<file path="config.mk">
export PLATFORM = sky130hd
export DESIGN_NAME = board_link_mux
export DESIGN_NICKNAME = d
export VERILOG_FILES = /design/src/rtl/board_link_mux.sv
export SDC_FILE = /design/constraint.sdc
export NUM_CORES = 1
export LEC_CHECK = 0
export ABC_AREA = 1
export CAP_MARGIN = 20
export CORE_MARGIN = 2
export CORE_UTILIZATION = 25
export DETAILED_ROUTE_END_ITERATION = 8
export SKIP_CTS_REPAIR_TIMING = 1
export SYNTH_ARGS = -nofsm -noshare
export SYNTH_HDL_FRONTEND = slang
export SYNTH_SLANG_ARGS = --single-unit
export TNS_END_PERCENT = 5
</file>
<file path="constraint.sdc">
create_clock -name clk -period 1.6 [get_ports clk]
set_input_delay 0.48 -clock clk [delete_from_list [all_inputs] [get_ports clk]]
set_output_delay 0.48 -clock clk [all_outputs]
set_load 0.01 [all_outputs]
</file>
<file path="src/rtl/board_link_mux.sv">
// board_link_mux: two-board Pmod link endpoint, master sends its OLED bundle, slave sends its buttons
// Optional build macro: BTN_DEBOUNCE_EN (per-bit debounce on remote_btn)
// Ports:
//   clk, rst    system clock, synchronous active-high reset
//   is_master   role select (1 = master), sampled every cycle
//   oled_in     local OLED bundle, transmitted in master role
//   btn_in      local buttons, transmitted in slave role
//   ja          rx link pins, ja[PIN_W-1] carries the remote heartbeat
//   jxadc       tx link pins, jxadc[PIN_W-1] carries the local heartbeat
//   remote_btn  remote buttons (master role, live link, no guard), else 0
//   slave_oled  OLED bundle from the master (slave role, live link, no guard), else 0
//   link_up     remote heartbeat present
//   role_q      role in effect (1 = master)
//   guard       role switch in progress, all link outputs held low
module board_link_mux #(
    parameter int PIN_W       = 8,
    parameter int OLED_W      = 7,
    parameter int BTN_W       = 5,
    parameter int GUARD_CYC   = 16,
    parameter int HB_DIV      = 1024,
    parameter int TIMEOUT_CYC = 8192,
    parameter int DB_CYC      = 65536
) (
    input  logic              clk,
    input  logic              rst,
    input  logic              is_master,
    input  logic [OLED_W-1:0] oled_in,
    input  logic [BTN_W-1:0]  btn_in,
    input  logic [PIN_W-1:0]  ja,
    output logic [PIN_W-1:0]  jxadc,
    output logic [BTN_W-1:0]  remote_btn,
    output logic [OLED_W-1:0] slave_oled,
    output logic              link_up,
    output logic              role_q,
    output logic              guard
);
    localparam int GW = $clog2(GUARD_CYC + 1);
    localparam int HW = $clog2(HB_DIV + 1);
    localparam int WW = $clog2(TIMEOUT_CYC + 1);

    if (PIN_W < ((OLED_W > BTN_W) ? OLED_W : BTN_W) + 1) begin : g_bad_pin_w
        $error("PIN_W must leave a spare pin for the heartbeat");
    end
    if (TIMEOUT_CYC <= 2 * HB_DIV) begin : g_bad_timeout
        $error("TIMEOUT_CYC must exceed two heartbeat half-periods");
    end
    if (GUARD_CYC < 1 || HB_DIV < 1 || DB_CYC < 1) begin : g_bad_cyc
        $error("cycle parameters must be positive");
    end

    typedef enum logic {GUARD, ACTIVE} state_t;

    state_t            state, state_nxt;
    logic              role_nxt;
    logic [GW-1:0]     guard_cnt, guard_cnt_nxt;
    logic [HW-1:0]     hb_cnt;
    logic              hb_tick;
    logic [WW-1:0]     wd_cnt;
    logic              link_q;
    logic [PIN_W-1:0]  rx_s1, rx_s2;
    logic              hb_prev, rx_edge, rx_open;
    logic [PIN_W-1:0]  tx_nxt;
    logic [BTN_W-1:0]  btn_rx;

    always_comb begin
        role_nxt      = role_q;
        state_nxt     = state;
        guard_cnt_nxt = (state == GUARD) ? guard_cnt + 1'b1 : '0;
        if (is_master != role_q) begin
            role_nxt      = is_master;
            state_nxt     = GUARD;
            guard_cnt_nxt = '0;
        end else if (state == GUARD && guard_cnt == GW'(GUARD_CYC - 1)) begin
            state_nxt = ACTIVE;
        end
    end

    always_ff @(posedge clk) begin
        if (rst) begin
            state     <= GUARD;
            role_q    <= is_master;
            guard_cnt <= '0;
        end else begin
            state     <= state_nxt;
            role_q    <= role_nxt;
            guard_cnt <= guard_cnt_nxt;
        end
    end

    assign guard = (state == GUARD);

    // Every rx bit takes the same two-flop path so the SPI bundle stays skew-free.
    always_ff @(posedge clk) begin
        if (rst) begin
            rx_s1   <= '0;
            rx_s2   <= '0;
            hb_prev <= 1'b0;
        end else begin
            rx_s1   <= ja;
            rx_s2   <= rx_s1;
            hb_prev <= rx_s2[PIN_W-1];
        end
    end

    assign rx_edge = rx_s2[PIN_W-1] ^ hb_prev;
    assign hb_tick = (state == ACTIVE) && (hb_cnt == HW'(HB_DIV - 1));

    always_comb begin
        tx_nxt = '0;
        if (role_q) tx_nxt[OLED_W-1:0] = oled_in;
        else        tx_nxt[BTN_W-1:0]  = btn_in;
        tx_nxt[PIN_W-1] = jxadc[PIN_W-1] ^ hb_tick;
    end

    // Keyed on the next state so the first GUARD cycle already shows an all-low link.
    always_ff @(posedge clk) begin
        if (rst || state_nxt == GUARD) begin
            jxadc  <= '0;
            hb_cnt <= '0;
        end else begin
            jxadc  <= tx_nxt;
            hb_cnt <= (state == ACTIVE && !hb_tick) ? hb_cnt + 1'b1 : '0;
        end
    end

    // link_q drops on the same edge that brings the count to TIMEOUT_CYC.
    always_ff @(posedge clk) begin
        if (rst || state_nxt == GUARD) begin
            wd_cnt <= '0;
            link_q <= 1'b0;
        end else begin
            wd_cnt <= rx_edge ? '0 : (wd_cnt == WW'(TIMEOUT_CYC)) ? wd_cnt : wd_cnt + 1'b1;
            link_q <= rx_edge || (link_q && wd_cnt < WW'(TIMEOUT_CYC - 1));
        end
    end

    assign link_up = link_q;
    assign rx_open = link_q && !guard;

`ifdef BTN_DEBOUNCE_EN
    localparam int DW = $clog2(DB_CYC + 1);
    for (genvar i = 0; i < BTN_W; i++) begin : g_db
        logic [DW-1:0] cnt;
        logic          q;
        always_ff @(posedge clk) begin
            if (rst || !rx_open) begin
                cnt <= '0;
                q   <= 1'b0;
            end else if (rx_s2[i] == q) begin
                cnt <= '0;
            end else if (cnt == DW'(DB_CYC - 1)) begin
                cnt <= '0;
                q   <= rx_s2[i];
            end else begin
                cnt <= cnt + 1'b1;
            end
        end
        assign btn_rx[i] = q;
    end
`else
    assign btn_rx = rx_s2[BTN_W-1:0];
`endif

    // Zero on a dead link so a held button or a live OLED never outlives the partner;
    // a zero OLED bundle keeps resn low and the slave screen in reset.
    assign remote_btn = (role_q && rx_open) ? btn_rx : '0;
    assign slave_oled = (!role_q && rx_open) ? rx_s2[OLED_W-1:0] : '0;
endmodule

</file>
==> results.md <==
• 0 — Max-cap violations
• 84 — DRC violation total after the first TritonRoute iteration
• 0 — number of remaining DRC errors
• 0.465 — top-area cell type share of the netlist area
• 2.46 mm — Detail Route met2 WL
• 7 — peak fanout along the critical path
• 1.50 nW — Static Leak
• sky130_fd_sc_hd__clkbuf_8 — cell at the root of the clock tree
• 45 — input/output buffers
• 0 — number of max-slew violations in the final report
• true — setup repair after global routing missed its margin
• 36 — site row count
• 0 — share of async-settable or async-resettable flops after synthesis
• 1.39 ns — data arrival time of the worst path
• 2450 µm² — Syn Std Cell Area
• sky130_fd_sc_hd__nor2_1 — count leader, synth
• 7.48 µm² — average footprint of a synthesized cell
• 0 — antenna-violating nets left
• sky130_fd_sc_hd__dfxtp_1, sky130_fd_sc_hd__nor2_1, sky130_fd_sc_hd__inv_1 — Synth area leaders
• 0 — total congestion overflow
• 1,028 — filler cell count in the final layout
• 0.00677 ns — largest clock skew in the final design
• 4.02 — vias per std cell
• 1.87 ns — Period minus WS final
• complete, but fails checks — outcome
• 1.12 ns — required time of the worst setup path
• 0.107 — global-route usage over all layers
• 1130 µm² — area of the multi-input gates
• 58 — total clock sinks
• 10,600 µm² — full die area
• yes — clock tree from TritonCTS
• 0.00247 W — cell-internal power
• 10 — Final Setup Violations
• 2,140 — via count
• met4 — top routing layer in use
• 46 — count of boundary I/O pins
• 2,047 — via count of the first global-routing pass
• sky130_fd_sc_hd__dfxtp_1 — top cell type by total area after synthesis
• setup timing — failing checks
• 0 — number of antenna violations at the first check in global routing
• 2 — Max Buffers Root-to-Sink
• 0.478 — proportion of synthesized chip area in sequential cells
• 43.2% — Layout area overhead
• 0.351 ns — Worst-Margin Slew
• 0.195 — share of cells above drive strength 1
• 8.74 mm — wire length of the first global-routing pass
• 534 MHz — maximum operating frequency
• 3 — H-tree lvl count
• sky130_fd_sc_hd__nor2_1, sky130_fd_sc_hd__dfxtp_1, sky130_fd_sc_hd__inv_1 — Commonest cells post-synth
• 27 — distinct cell type count of the synthesized netlist
• 356 — Post-Synthesis Net Count
• 888 nW/µm² — PD cells
• 0 — Synthesis Warnings
• 0.000643 W — net load switching power
• 1.17 — post-route fraction of the period consumed by the critical path
• 18 — pin count of the biggest net entering global routing
• 328 — synthesized instance count
• 9.83 µm — average wire per cell in the routed design
• 0.00312 W — total power
• 4 — DR pass1 iterations
• 1 — number of synthesized flops with an enable pin
• flip-flop — kind of start point of the critical path
• 2.47 mm — Met1 Routed Length
• output port — category of the worst setup path capture point
• 0.206 — switching part of the total
• 1180 µm² — area of all sequential standard cells
• 103 µm — Die Ht
• 9 — cts bufs inserted
• 9640 µm² — placeable core area
• 0 — antenna fix cells
• 0.06 ns — clock slew at reported path FFs
• -0.274 ns — post-route worst setup slack
• flip-flop to output port — worst setup path category
• 5.24 mm — total wire length after detailed routing
• 3.87 mm — Detail Placement HPWL
• 598 µV — worst IR drop on VDD
• 423 — Final #Nets
• 0.254 — initial core utilization
• 0.889 — routability congestion estimate
• sky130_fd_sc_hd__dfxtp_1 — most common flop cell mapped by yosys
• 103 µm — Die W
• 0 — final hold violation count
• -0.272 ns — worst slack, placed
• 0.764 — tightest slew margin relative to the limit
• 0.33 ns — clock latency of the later-clocked register in the worst-skew pair
• flip-flop to flip-flop — worst min-delay path category
• 0.476 — Flop pwr share
• 58 — number of synthesized register bits
• 0.474 — clock network fraction of total power
• 210 µm — detailed-routed wire length on met3
• 0.051 — power share of the combinational group
worst max-delay path: stages, from the launching register on:
cell,delay [ns]
sky130_fd_sc_hd__edfxtp_1,0.45
sky130_fd_sc_hd__buf_6,0.16
sky130_fd_sc_hd__clkinv_4,0.04
sky130_fd_sc_hd__nand3_4,0.06
sky130_fd_sc_hd__buf_12,0.15
sky130_fd_sc_hd__nor2_2,0.07
sky130_fd_sc_hd__buf_2,0.13
power groups by stage:
stage | Sequential, W | Clock (W) | Combinational, W
after global routing | 0.00148 | 0.00159 | 0.000175
after floorplan | 0.00151 | 0 | 0.0000648
after global placement | 0.00152 | 0 | 0.000143
after CTS | 0.00148 | 0.00151 | 0.000146
after detailed placement | 0.00152 | 0 | 0.000146
final | 0.00148 | 0.00148 | 0.000158
cell usage in the layout (no fill, tap or decap), drive strengths merged, types with 2 or more instances in the layout:
cell type,count
clkdlybuf4s50,22
and3,2
buf,28
nand2,58
dlymetal6s2s,9
xor2,7
nor3,3
o21ai,2
clkinv,3
dfxtp,57
a21oi,18
xnor2,3
inv,57
ha,5
nand3,21
nand4,7
clkbuf,13
nor2,76
bufinv,2
cell type report:
class                   count  area share
clock buffers              11      0.0403
flip-flops and latches     58       0.335
clock inverters             5      0.0221
repair buffers             61       0.170
well taps                 133      0.0474
multi-input cells         207       0.321
inverters                  58      0.0634
path summary, 6_finish.rpt:
kind	slack, ns	from	endpoint	cells past startpoint
worst min register to register	0.40	rx_s1[0]	rx_s2[0]	2
worst max-delay path	-0.27	role_q	slave_oled[1]	6
worst max register to register	0.11	role_q	wd_cnt[9]	8
worst min-delay path	0.40	rx_s1[0]	rx_s2[0]	2
state kept, by name, summed over array words and instances, names as in the netlist:
| signal | flops |
|---|---|
| state | 1 |
| link_up | 1 |
| hb_prev | 1 |
| role_q | 1 |
| hb_cnt | 11 |
| guard_cnt | 5 |
| rx_s1 | 8 |
| jxadc | 8 |
| wd_cnt | 14 |
| rx_s2 | 8 |
cell families (layout without fill, tap and decap cells):
logic type      Yosys count  in the layout  share of synthesized area
simple gates            170            170                      0.303
buf+inv                  63            135                      0.106
flops                    58             58                      0.478
compound gates           22             22                     0.0526
xor+xnor                 10             10                     0.0357
fa+ha+maj                 5              5                     0.0255
routing by layer:
layer	GRT usage	vias to the layer above
li1	-	1137
met1	0.124	958
met2	0.180	36
met3	0.0305	9
met4	0.0516	0
met5	0	-
stage by stage:
stage | util | hold slack [ns] | area [µm²] | std cells | setup TNS [ns]
after CTS | 0.350 | 0.409 | 3370 | 531 | -9.18
after global routing | 0.364 | 0.428 | 3510 | 533 | -2.83
final | 0.364 | 0.405 | 3510 | 533 | -1.93
after global placement | 0.327 | 0.390 | 3150 | 515 | -9.25
after detailed placement | 0.327 | 0.399 | 3150 | 515 | -10.70
after floorplan | - | 0.388 | 2450 | 328 | 0
No activity file was read; power rests on OpenSTA's default activity.
